===== src/rtl/sipo_deser_pkg.sv =====
// Shared types and helpers for the sipo_deser serial-to-parallel deserializer.
// Optional parity support is enabled by defining SIPO_DESER_PARITY_EN.
package sipo_deser_pkg;

    // Frame collection states; PAR is only reachable in parity builds.
    typedef enum logic [1:0] {
        IDLE  = 2'd0,
        SHIFT = 2'd1,
        PAR   = 2'd2
    } state_e;

    // Parity sense selectors for the PARITY_ODD parameter.
    localparam int PARITY_SENSE_EVEN = 0;
    localparam int PARITY_SENSE_ODD  = 1;

    // Counter width able to hold 0..n (n is reached only while awaiting parity).
    function automatic int cnt_width(input int n);
        return $clog2(n + 1);
    endfunction

endpackage


===== src/rtl/sipo_deser_hold.sv =====
// One-word output holding register with valid/ready handshake and sticky
// overflow. A word completing while the held word is unconsumed is dropped.
// With SIPO_DESER_PARITY_EN the parity flag travels with the held word.
module sipo_deser_hold
    import sipo_deser_pkg::*;
#(
    parameter int N = 8
) (
    input  logic         clk_i,
    input  logic         rst_ni,
    input  logic         clear_i,
    input  logic         load_i,
    input  logic [N-1:0] word_i,
`ifdef SIPO_DESER_PARITY_EN
    input  logic         perr_i,
    output logic         perr_o,
`endif
    input  logic         ready_i,
    output logic [N-1:0] data_o,
    output logic         valid_o,
    output logic         overflow_o
);

    logic [N-1:0] data_q, data_d;
    logic         valid_q, valid_d;
    logic         ovf_q, ovf_d;
    logic         perr_q, perr_d;

    // Next-state: flush, load/drop on completion, or retire on accept.
    always_comb begin
        data_d  = data_q;
        valid_d = valid_q;
        ovf_d   = ovf_q;
        perr_d  = perr_q;
        if (clear_i) begin
            valid_d = 1'b0;
            ovf_d   = 1'b0;
            perr_d  = 1'b0;
        end else if (load_i) begin
            if (valid_q && !ready_i) begin
                ovf_d = 1'b1;
            end else begin
                data_d  = word_i;
                valid_d = 1'b1;
`ifdef SIPO_DESER_PARITY_EN
                perr_d  = perr_i;
`endif
            end
        end else if (valid_q && ready_i) begin
            valid_d = 1'b0;
        end
    end

    // Holding register state.
    always_ff @(posedge clk_i or negedge rst_ni) begin
        if (!rst_ni) begin
            data_q  <= '0;
            valid_q <= 1'b0;
            ovf_q   <= 1'b0;
            perr_q  <= 1'b0;
        end else begin
            data_q  <= data_d;
            valid_q <= valid_d;
            ovf_q   <= ovf_d;
            perr_q  <= perr_d;
        end
    end

    assign data_o     = data_q;
    assign valid_o    = valid_q;
    assign overflow_o = ovf_q;
`ifdef SIPO_DESER_PARITY_EN
    assign perr_o     = perr_q;
`else
    // Without parity the flag register is constant zero and never observed.
    logic unused_perr;
    assign unused_perr = perr_q;
`endif

endmodule


===== src/rtl/sipo_deser.sv =====
// Parametrised serial-to-parallel deserializer: bit strobe, selectable bit
// order, one-word holding register with valid/ready, sticky overflow.
// Define SIPO_DESER_PARITY_EN for an extra parity bit per frame and the
// parity_err_o output.
module sipo_deser
    import sipo_deser_pkg::*;
#(
    parameter int N          = 8,
    parameter int MSB_FIRST  = 1,
    parameter int PARITY_ODD = 0
) (
    input  logic         clk_i,
    input  logic         rst_ni,
    input  logic         clear_i,
    input  logic         serial_i,
    input  logic         serial_valid_i,
    output logic [N-1:0] parallel_o,
    output logic         valid_o,
    input  logic         ready_i,
    output logic         overflow_o,
    output logic         busy_o
`ifdef SIPO_DESER_PARITY_EN
    ,
    output logic         parity_err_o
`endif
);

    localparam int CW = cnt_width(N);

    // Elaboration-time parameter legality.
    if (N < 2) begin : g_bad_n
        $error("sipo_deser: N must be at least 2");
    end
    if (PARITY_ODD != PARITY_SENSE_EVEN && PARITY_ODD != PARITY_SENSE_ODD) begin : g_bad_parity
        $error("sipo_deser: PARITY_ODD must be 0 or 1");
    end

    state_e       state_q, state_d;
    logic [CW-1:0] cnt_q, cnt_d;
    logic [N-1:0] sr_q, sr_d;
    logic         busy_q, busy_d;
    logic [N-1:0] shifted;
    logic [N-1:0] word_c;
    logic         complete_c;
    logic         perr_c;

    // Shift register value after sampling serial_i in the configured order.
    always_comb begin
        if (MSB_FIRST != 0) begin
            shifted = {sr_q[N-2:0], serial_i};
        end else begin
            shifted = {serial_i, sr_q[N-1:1]};
        end
    end

    // FSM next-state, counter and shift datapath; flags frame completion.
    always_comb begin
        state_d    = state_q;
        cnt_d      = cnt_q;
        sr_d       = sr_q;
        word_c     = shifted;
        complete_c = 1'b0;
        perr_c     = 1'b0;
        if (clear_i) begin
            state_d = IDLE;
            cnt_d   = '0;
            sr_d    = '0;
        end else if (serial_valid_i) begin
            case (state_q)
                IDLE, SHIFT: begin
                    sr_d = shifted;
                    if (cnt_q == CW'(N - 1)) begin
`ifdef SIPO_DESER_PARITY_EN
                        state_d = PAR;
                        cnt_d   = CW'(N);
`else
                        state_d    = IDLE;
                        cnt_d      = '0;
                        complete_c = 1'b1;
`endif
                    end else begin
                        state_d = SHIFT;
                        cnt_d   = cnt_q + 1'b1;
                    end
                end
`ifdef SIPO_DESER_PARITY_EN
                PAR: begin
                    // Parity bit is checked, not shifted into the word.
                    word_c     = sr_q;
                    perr_c     = ((^sr_q) ^ serial_i) != 1'(PARITY_ODD);
                    complete_c = 1'b1;
                    state_d    = IDLE;
                    cnt_d      = '0;
                end
`endif
                default: begin
                    state_d = IDLE;
                    cnt_d   = '0;
                end
            endcase
        end
        busy_d = (cnt_d != '0);
    end

    // FSM, counter, shift register and busy flag state.
    always_ff @(posedge clk_i or negedge rst_ni) begin
        if (!rst_ni) begin
            state_q <= IDLE;
            cnt_q   <= '0;
            sr_q    <= '0;
            busy_q  <= 1'b0;
        end else begin
            state_q <= state_d;
            cnt_q   <= cnt_d;
            sr_q    <= sr_d;
            busy_q  <= busy_d;
        end
    end

    assign busy_o = busy_q;

    sipo_deser_hold #(
        .N (N)
    ) u_hold (
        .clk_i      (clk_i),
        .rst_ni     (rst_ni),
        .clear_i    (clear_i),
        .load_i     (complete_c),
        .word_i     (word_c),
`ifdef SIPO_DESER_PARITY_EN
        .perr_i     (perr_c),
        .perr_o     (parity_err_o),
`endif
        .ready_i    (ready_i),
        .data_o     (parallel_o),
        .valid_o    (valid_o),
        .overflow_o (overflow_o)
    );

`ifndef SIPO_DESER_PARITY_EN
    logic unused_perr_c;
    assign unused_perr_c = perr_c;
`endif

endmodule


===== config.mk =====
export PLATFORM = sky130hd
export DESIGN_NAME = sipo_deser
export DESIGN_NICKNAME = d
export VERILOG_FILES = /design/src/rtl/sipo_deser_pkg.sv /design/src/rtl/sipo_deser_hold.sv /design/src/rtl/sipo_deser.sv
export SDC_FILE = /design/constraint.sdc
export NUM_CORES = 1
export LEC_CHECK = 0
export CORE_MARGIN = 2
export CORE_UTILIZATION = 40
export CTS_CLUSTER_DIAMETER = 30
export DETAILED_ROUTE_END_ITERATION = 10
export GPL_ROUTABILITY_DRIVEN = 1
export SLEW_MARGIN = 20
export SYNTH_ARGS = -nofsm -noshare
export SYNTH_HDL_FRONTEND = slang
export SYNTH_HIERARCHICAL = 1
export SYNTH_SLANG_ARGS = --single-unit

===== constraint.sdc =====
create_clock -name clk_i -period 2.3 [get_ports clk_i]
set_input_delay 0.575 -clock clk_i [delete_from_list [all_inputs] [get_ports clk_i]]
set_output_delay 0.575 -clock clk_i [all_outputs]
set_load 0.01 [all_outputs]

==> results.sh, run 1 <==
export IMPL_status="completed"
export IMPL_powerDensity_mw_per_mm2=523
export IMPL_hp_start="u_hold/overflow_o"
export IMPL_cts_hold_buf=0
export IMPL_timing_hold_violations_final=0
export IMPL_synth_main_ff_cell="dfrtp_1"
export IMPL_layout_setup_ws_ns=0.432
export IMPL_wirelength_mm=1.63
export IMPL_io_pin_count=17
export IMPL_h_tree_depth=1
export IMPL_initial_core_util_pct=42.5
export IMPL_cts_tree="done"
export IMPL_synth_fa_ha_area_share_pct=1.33
export IMPL_final_util_pct=54.5
export IMPL_cts_buffers=3
export IMPL_period_share_pct=81.2
export IMPL_synthCells=72
export IMPL_fillers=214
export IMPL_via_per_inst=5.04
export IMPL_fp_dieH_um=52.5
export IMPL_max_cap_viol_count=0
export IMPL_fmax_ghz=0.535
export IMPL_vias=620
export IMPL_holdPathStages=2
export IMPL_routedWlPerCell_um=13.3
export IMPL_grt_pass1_vias=649
export IMPL_finalMaxSlewViolations=0
export IMPL_drc=0
export IMPL_synthMuxAreaShare_pct=18.1
export IMPL_gp_congestion=0.677
export IMPL_regArea_sq_um=551
export IMPL_cp_end_kind="flop"
export IMPL_netlist_area_leader_share_pct=58.5
export IMPL_max_slew_worst_pin_slew_ns=0.261
export IMPL_ys_seq_elements=22
export IMPL_clock_latency_ns=0.30
export IMPL_ir_worst_vdd_mv=0.341
export IMPL_clock_skew_ns=0.00498
export IMPL_clock_sinks=22
export IMPL_cp_start_kind="input port"
export IMPL_yosysMostFrequentCell="dfrtp_1"
export IMPL_synthesis_nets=79
export IMPL_synth_cell_type_count=22
export IMPL_dieArea_sq_mm=0.00276
export IMPL_required_ns=2.50
export IMPL_grtUsageTotal_pct=14.0
export IMPL_yosys_top_cells_count="dfrtp_1, nor2_1, mux2_2, mux2i_1, xor2_1"
export IMPL_synth_compound_area_share_pct=1.86
export IMPL_worst_r2r_setup_slack_ns=0.56
export IMPL_ys_warnings_count=6
export IMPL_nNetsFinal=104
export IMPL_diodes=0
export IMPL_synth_simple_area_share_pct=15.8
export IMPL_cts_resized=0
export IMPL_path_class="in -> reg"
export IMPL_grt_max_degree=23
export IMPL_die_w_um=52.5
export IMPL_r2r_end="u_hold/data_o[3]"
export IMPL_reg2regPathDepth=6
export IMPL_cts_path_max_buffers=2
export IMPL_drive_above_1_share_pct=21.1
export IMPL_synth_area_top_cells="dfrtp_1, mux2_2, mux2i_1"
export IMPL_globalRoute_totalOverflow=0
export IMPL_arrival_ns=2.06
export IMPL_synth_enable_flop_cells=0
export IMPL_synth_area_per_cell_sq_um=13.1
export IMPL_grt_pass1_wl_mm=2.74
export IMPL_core_sq_mm=0.00221
export IMPL_netlist_area_sq_um=941
export IMPL_num_rows=17
export IMPL_p_leak_nw=0.577
export IMPL_multiInputGateArea_sq_um=375
export IMPL_timing_rr_start="cnt_q[1]"
export IMPL_drtAntennaViolNets=0
export IMPL_post_cts_buffers=0
export IMPL_setup_violations=0
export IMPL_post_place_ws_ns=0.107
export IMPL_async_flop_share_pct=100
export IMPL_cts_clk_slew_worst_paths_ns=0.11
export IMPL_seq_area_frac_synth_pct=58.5
export IMPL_setup_tns_ns=0
export IMPL_rsz0062_at_grt="false"
export IMPL_syn_to_final_growth_pct=28.1
export IMPL_drt_iter0_drc=17
export IMPL_synthXorXnorAreaFrac_pct=2.79
export IMPL_synth_top_family_by_area="multiplexers"
export IMPL_antenna_found_initial=0
export IMPL_synth_top_cell_by_area="dfrtp_1"
export IMPL_clockRootBuffer="clkbuf_4"
export IMPL_cp_max_fo=8
export IMPL_hold_path_end="u_hold/overflow_o"
export IMPL_hpwlAfterDp_mm=1.14
export IMPL_io_buffers=16
export IMPL_max_slew_margin_pct=82.3
export IMPL_min_path_type="reg -> reg"
export IMPL_dr_pass1_iters=4
export IMPL_min_period_ns=1.87
export IMPL_finalHoldWorstSlack_ns=0.507
## critical path, cell delays in order
cell and delay, ns:
clkdlybuf4s50_1 0.49, nand4b_1 0.13, nor2_1 0.16, nor3b_4 0.24, buf_12 0.15, mux2_2 0.33
## report_power, final
part	total, mW	switching [mW]	internal [mW]
clock network	0.167	0.106	0.0610
logic	0.0624	0.0321	0.0303
registers	0.401	0.00641	0.395
## state kept, by name, indices dropped and copies added, names as in the netlist
register / count
u_hold/overflow_o: 1
u_hold/valid_o: 1
cnt_q: 4
busy_o: 1
sr_q: 7
u_hold/data_o: 8
## through the flow
stage          cell area (sq um)  instances  power (mW)
6_report                    1200        123       0.631
5_1_grt                     1200        123       0.665
4_1_cts                     1200        123       0.648
3_5_place_dp                1180        120       0.472
3_3_place_gp                1180        120       0.471
2_1_floorplan                941         72       0.438
## final cells by class
type / count / share of cell area [%]
sequential: 22 / 45.7
multi-input combinational: 47 / 31.2
timing repair buffer: 22 / 18.1
inverter: 1 / 0.312
clock buffer: 3 / 1.87
tap: 28 / 2.91
## logic make-up (layout without fill, tap and decap cells)
| kind of cell | count (synthesis) | after routing |
|---|---|---|
| muxes | 16 | 16 |
| DFF | 22 | 22 |
| xor gates and xnor gates | 3 | 3 |
| buffers and inverters | 3 | 26 |
| and+or+nand+nor | 25 | 25 |
| AOI/OAI and AO/OA | 2 | 2 |
| adders and majority gates | 1 | 1 |
## worst max-delay path by stage
| stage | from | depth (start not counted) | slack [ns] | to |
|---|---|---|---|---|
| finish | serial_valid_i | 6 | 0.43 | u_hold/data_o[3] |
| global route | serial_valid_i | 6 | 0.36 | u_hold/data_o[2] |
| CTS | serial_valid_i | 6 | 0.42 | u_hold/data_o[3] |
| detailed placement | serial_valid_i | 6 | 0.11 | u_hold/data_o[3] |
| global placement | serial_valid_i | 6 | 0.10 | u_hold/data_o[0] |
| floorplan | clear_i | 4 | 0.52 | u_hold/data_o[0] |
## cells in the final DEF, fill, tap and decap left out, drive strengths merged
cell type / count
nor3b: 1
nand4b: 1
buf: 6
inv: 1
nand4: 1
nor4b: 1
or4: 1
clkdlybuf4s50: 16
clkbuf: 3
o211ai: 1
nand2b: 1
and4b: 1
nor2b: 1
nand2: 1
xor2: 3
nor3: 1
mux2i: 8
nor2: 14
nand3b: 1
mux2: 8
dfrtp: 22
ha: 1
a21oi: 1
## metal layers
layer | part of all wire (%) | GRT usage, % | vias up
li1 | - | - | 298
met4 | 0 | 6.41 | 0
met2 | 53 | 24.8 | 9
met1 | 44 | 15.5 | 313
met3 | 2.9 | 3.43 | 0
met5 | 0 | 0 | -
Note: power is estimated with default switching activity, not from simulation.
==> run 2, diff against run 1 <==
--- a/config.mk
+++ b/config.mk
@@ -10,6 +10,7 @@
 export CTS_CLUSTER_DIAMETER = 30
 export DETAILED_ROUTE_END_ITERATION = 10
 export GPL_ROUTABILITY_DRIVEN = 1
+export PLACE_DENSITY = 0.66
 export SLEW_MARGIN = 20
 export SYNTH_ARGS = -nofsm -noshare
 export SYNTH_HDL_FRONTEND = slang
==> constraint.sdc (replaced) <==
create_clock -name clk_i -period 1.7 [get_ports clk_i]
set_input_delay 0.425 -clock clk_i [delete_from_list [all_inputs] [get_ports clk_i]]
set_output_delay 0.425 -clock clk_i [all_outputs]
set_load 0.01 [all_outputs]
==> run 2 against run 1 <==
Compared with the run above:
- worst setup slack got worse by 0.38 ns
- global-route usage increased by 2.8 points
- sequential share of layout area down 4.2 points
- worst hold slack worse by 0.061 ns
- final area increased by 10%
- clock skew up 0.0060 ns
- register-to-register slack worse by 0.50 ns
- highest routed layer is now met4
- routed wire length grew 15%
==> results.sh, run 2 (synthesis results as in run 1) <==
export IMPL_min_period_ns=1.65
export IMPL_drt_iter0_drc=2
export IMPL_layout_common_cells="dfrtp_1, clkdlybuf4s50_1, buf_4"
export IMPL_worst_r2r_setup_slack_ns=0.06
export IMPL_nNetsFinal=114
export IMPL_path_class="reg -> out"
export IMPL_vias=671
export IMPL_powerDensity_mw_per_mm2=702
export IMPL_min_path_type="in -> async"
export IMPL_cp_depth=1
export IMPL_crit_start="u_hold/data_o[2]"
export IMPL_grt_pass1_vias=706
export IMPL_max_cap_viol_count=0
export IMPL_via_per_inst=5.01
export IMPL_cts_clk_slew_worst_paths_ns=0.12
export IMPL_cp_end_kind="output pin"
export IMPL_wirelength_mm=1.88
export IMPL_timing_rr_start="cnt_q[1]"
export IMPL_fin_area_sq_mm=0.00133
export IMPL_crit_family="buffers and inverters"
export IMPL_power_switching_mw=0.212
export IMPL_r2r_end="u_hold/data_o[4]"
export IMPL_max_slew_worst_pin_slew_ns=0.299
export IMPL_io_buffers=16
export IMPL_grtUsageTotal_pct=16.7
export IMPL_cp_start_kind="flop"
export IMPL_grt_max_degree=23
export IMPL_h_tree_depth=1
export IMPL_period_share_pct=96.9
export IMPL_required_ns=1.27
export IMPL_dieArea_sq_mm=0.00276
export IMPL_num_rows=17
export IMPL_place_inst=126
export IMPL_pwr_share_seq_pct=58.0
export IMPL_finalHoldWorstSlack_ns=0.446
export IMPL_cp_slowest_cell="clkdlybuf4s50_1"
export IMPL_die_w_um=52.5
export IMPL_status="completed"
export IMPL_cts_buffers=3
export IMPL_fp_dieH_um=52.5
export IMPL_routedWlPerCell_um=14.0
export IMPL_placed_area_sq_mm=0.00123
export IMPL_globalRoute_totalOverflow=0
export IMPL_p_leak_nw=0.642
export IMPL_antenna_found_initial=0
export IMPL_power_frac_clock_pct=30.7
export IMPL_arrival_ns=1.22
export IMPL_drc=0
export IMPL_combinationalPowerShare_pct=11.3
export IMPL_swShare_pct=22.8
export IMPL_timing_hold_violations_final=0
export IMPL_cpPeakStageDelay_ns=0.54
export IMPL_worstPathCellList="clkdlybuf4s50_1"
export IMPL_critPathCapture="parallel_o[2]"
export IMPL_cts_tree="done"
export IMPL_p_int_mw=0.720
export IMPL_drtAntennaViolNets=0
export IMPL_reg2regPathDepth=6
export IMPL_final_common_cell="dfrtp_1"
export IMPL_cts_path_max_buffers=2
export IMPL_clock_sinks=22
export IMPL_rsz0062_at_grt="true"
export IMPL_grt_pass1_wl_mm=3.24
export IMPL_clockRootBuffer="clkbuf_4"
export IMPL_final_cells=134
export IMPL_gp_congestion=0.675
export IMPL_largest_reg_flops=8
export IMPL_initial_core_util_pct=42.5
export IMPL_path_buf_inv=1
export IMPL_fmax_ghz=0.607
export IMPL_cp_max_fo=2
export IMPL_max_slew_margin_pct=79.8
export IMPL_syn_to_final_growth_pct=41.1
export IMPL_io_pin_count=17
export IMPL_drive_above_1_share_pct=31.1
export IMPL_diodes=0
export IMPL_finalMaxSlewViolations=0
export IMPL_hpwlAfterDp_mm=1.30
export IMPL_dr_pass1_iters=4
export IMPL_clock_latency_ns=0.31
export IMPL_setup_violations=0
export IMPL_power_mw=0.932
export IMPL_ir_worst_vdd_mv=0.558
export IMPL_clock_skew_ns=0.0110
export IMPL_cts_hold_buf=0
export IMPL_core_sq_mm=0.00221
## run 2: cell type report
class                      count  area, sq um
fill                         193          885
sequential                    22          551
multi-input combinational     47          410
timing repair buffer          32          292
clock buffer                   4         36.3
tap                           28         35.0
inverter                       1         3.75
## run 2: how the worst min path moves through the flow
stage	endpoint	cells after the start	slack, ns
5_1_grt	cnt_q[2]	2	0.46
3_5_place_dp	u_hold/data_o[5]	1	0.49
2_1_floorplan	busy_o	0	0.13
6_report	sr_q[3]	2	0.45
3_3_place_gp	u_hold/overflow_o	2	0.48
4_1_cts	busy_o	2	0.46
## run 2: timing repair
action,4_1_cts,5_1_grt
pin swaps,2,2
setup buffers,2,2
resized for setup,2,8
setup endpoints to repair,8,9
## run 2: metrics by stage
step / setup WS, ns / TNS (ns) / util, %
2_1_floorplan: -0.00436 / -0.0340 / -
3_3_place_gp: -0.337 / -2.88 / 55.6
3_5_place_dp: -0.360 / -3.10 / 55.6
4_1_cts: 0.0144 / 0 / 58.0
5_1_grt: -0.0623 / -0.465 / 60.0
6_report: 0.0519 / 0 / 60.0
## run 2: per-layer routing
layer  wire length, um  share of wire (%)  track usage [%]  vias up
li1                  -                  -                -      315
met1               889                 47             21.5      338
met2               893                 48             26.3       14
met3                55                2.9             3.43        4
met4                41                2.2             8.97        0
met5                 0                  0                0        -
## run 2: power by group through the flow
stage / Combinational (mW) / Sequential (mW) / Clock [mW]
floorplan: 0.0400 / 0.553 / 0
finish: 0.105 / 0.541 / 0.286
global route: 0.117 / 0.543 / 0.311
CTS: 0.102 / 0.541 / 0.292
detailed placement: 0.102 / 0.551 / 0
global placement: 0.0985 / 0.550 / 0
==> run 3, diff against run 2 <==
--- a/config.mk
+++ b/config.mk
@@ -6,11 +6,11 @@
 export NUM_CORES = 1
 export LEC_CHECK = 0
 export CORE_MARGIN = 2
-export CORE_UTILIZATION = 40
+export CORE_UTILIZATION = 45
 export CTS_CLUSTER_DIAMETER = 30
 export DETAILED_ROUTE_END_ITERATION = 10
 export GPL_ROUTABILITY_DRIVEN = 1
-export PLACE_DENSITY = 0.66
+export PLACE_DENSITY = 0.8
 export SLEW_MARGIN = 20
 export SYNTH_ARGS = -nofsm -noshare
 export SYNTH_HDL_FRONTEND = slang
==> run 3 against run 2 <==
Compared with the run above:
- sequential share of layout area down 0.58 points
- register-to-register slack about the same
- maximum frequency down 0.25%
- largest power group unchanged
==> results.sh, run 3 (synthesis results as in run 1) <==
export IMPL_globalRoute_totalOverflow=0
export IMPL_fp_dieH_um=49.7
export IMPL_fin_area_sq_mm=0.00135
export IMPL_min_period_ns=1.65
export IMPL_fmax_ghz=0.605
export IMPL_worst_r2r_setup_slack_ns=0.07
export IMPL_routedWlPerCell_um=14.1
export IMPL_drt_iter0_drc=3
export IMPL_setup_violations=0
export IMPL_clock_sinks=22
export IMPL_period_share_pct=97.2
export IMPL_p_leak_nw=0.743
export IMPL_place_inst=125
export IMPL_largest_reg_flops=8
export IMPL_status="completed"
export IMPL_timing_hold_violations_final=0
export IMPL_hpwlAfterDp_mm=1.32
export IMPL_gp_congestion=0.763
export IMPL_layout_common_cells="dfrtp_1, buf_4, nor2_1"
export IMPL_cts_tree="done"
export IMPL_cts_hold_buf=0
export IMPL_power_mw=1.06
export IMPL_drc=0
export IMPL_initial_core_util_pct=48.0
export IMPL_clockRootBuffer="clkbuf_4"
export IMPL_vias=684
export IMPL_final_util_pct=68.6
export IMPL_powerDensity_mw_per_mm2=784
export IMPL_ir_worst_vdd_mv=0.526
export IMPL_grt_pass1_vias=690
export IMPL_layout_setup_ws_ns=0.0477
export IMPL_num_rows=16
export IMPL_clock_skew_ns=0.0176
export IMPL_post_place_ws_ns=-0.341
export IMPL_cp_max_fo=2
export IMPL_setup_tns_ns=0
export IMPL_arrival_ns=1.23
export IMPL_die_w_um=49.7
export IMPL_r2r_end="u_hold/data_o[3]"
export IMPL_nNetsFinal=115
export IMPL_cts_buffers=3
export IMPL_min_path_type="in -> async"
export IMPL_grtUsageTotal_pct=16.1
export IMPL_core_sq_mm=0.00196
export IMPL_required_ns=1.27
export IMPL_grt_pass1_wl_mm=2.93
export IMPL_cp_slowest_cell="clkdlybuf4s50_1"
export IMPL_cts_path_max_buffers=2
export IMPL_finalMaxSlewViolations=0
export IMPL_grt_max_degree=23
export IMPL_fillers=152
export IMPL_diodes=0
export IMPL_clock_latency_ns=0.32
export IMPL_max_cap_viol_count=0
export IMPL_path_class="reg -> out"
export IMPL_wirelength_mm=1.89
export IMPL_cts_clk_slew_worst_paths_ns=0.13
export IMPL_drive_above_1_share_pct=31.8
export IMPL_worstPathCellList="clkdlybuf4s50_1"
export IMPL_final_cells=134
export IMPL_cpPeakStageDelay_ns=0.54
export IMPL_placed_area_sq_mm=0.00123
export IMPL_final_common_cell="dfrtp_1"
export IMPL_io_buffers=16
export IMPL_finalHoldWorstSlack_ns=0.440
export IMPL_crit_family="buffers and inverters"
export IMPL_max_slew_worst_pin_slew_ns=0.267
export IMPL_reg2regPathDepth=6
export IMPL_io_pin_count=17
export IMPL_rsz0062_at_grt="true"
export IMPL_max_slew_margin_pct=81.9
export IMPL_dr_pass1_iters=4
export IMPL_dieArea_sq_mm=0.00247
export IMPL_path_buf_inv=1
export IMPL_h_tree_depth=1
export IMPL_cp_end_kind="output pin"
export IMPL_antenna_found_initial=0
export IMPL_cp_start_kind="flop"
export IMPL_drtAntennaViolNets=0
export IMPL_syn_to_final_growth_pct=43.1
export IMPL_via_per_inst=5.10
export IMPL_timing_rr_start="cnt_q[1]"
run 3: power breakdown:
part | leakage [nW] | switching (mW) | internal, mW | total, mW
Combinational | 0.412 | 0.0515 | 0.0604 | 0.112
Sequential | 0.303 | 0.00777 | 0.534 | 0.542
Clock | 0.0279 | 0.163 | 0.239 | 0.401
Total | 0.743 | 0.222 | 0.833 | 1.06
run 3: layout make-up:
type / count / area, sq um / area share (%)
Inverter: 1 / 3.75 / 0.279
Clock buffer: 3 / 22.5 / 1.67
Sequential cell: 22 / 551 / 40.9
Clock inverter: 1 / 30.0 / 2.23
Multi-Input combinational cell: 47 / 394 / 29.3
Timing Repair Buffer: 33 / 312 / 23.1
Tap cell: 27 / 33.8 / 2.51
run 3: worst max-delay path by stage:
stage	startpoint	end	slack, ns	cells after the start
after CTS	cnt_q[0]	u_hold/data_o[6]	0.003	6
final	u_hold/overflow_o	overflow_o	0.05	1
after detailed placement	serial_valid_i	u_hold/data_o[3]	-0.34	6
after global routing	cnt_q[1]	u_hold/data_o[5]	-0.02	6
after floorplan	cnt_q[0]	u_hold/data_o[0]	-0.004	5
after global placement	serial_valid_i	u_hold/data_o[4]	-0.30	6
run 3: worst reg2reg max path, delay by kind of cell (launching register included):
kind | cells | cell delay (ns)
adder cells (fa/ha/maj) | 1 | 0.16
flip-flops | 1 | 0.41
multiplexers | 1 | 0.33
buffers and inverters | 1 | 0.15
AND/OR/NAND/NOR | 3 | 0.48
run 3: layer usage:
metal | GRT usage, % | up-vias | part of all wire (%)
met5 | 0 | - | 0
met4 | 9.72 | 0 | 3.9
met3 | 3.94 | 8 | 3.2
met2 | 27.6 | 19 | 51
met1 | 17.9 | 335 | 42
li1 | - | 322 | -
run 3: timing repair:
action | in CTS | in global routing
setup buffers | 3 | 2
pin swaps | 2 | 3
setup endpoints to repair | 1 | 14
gates resized for setup | 1 | 8
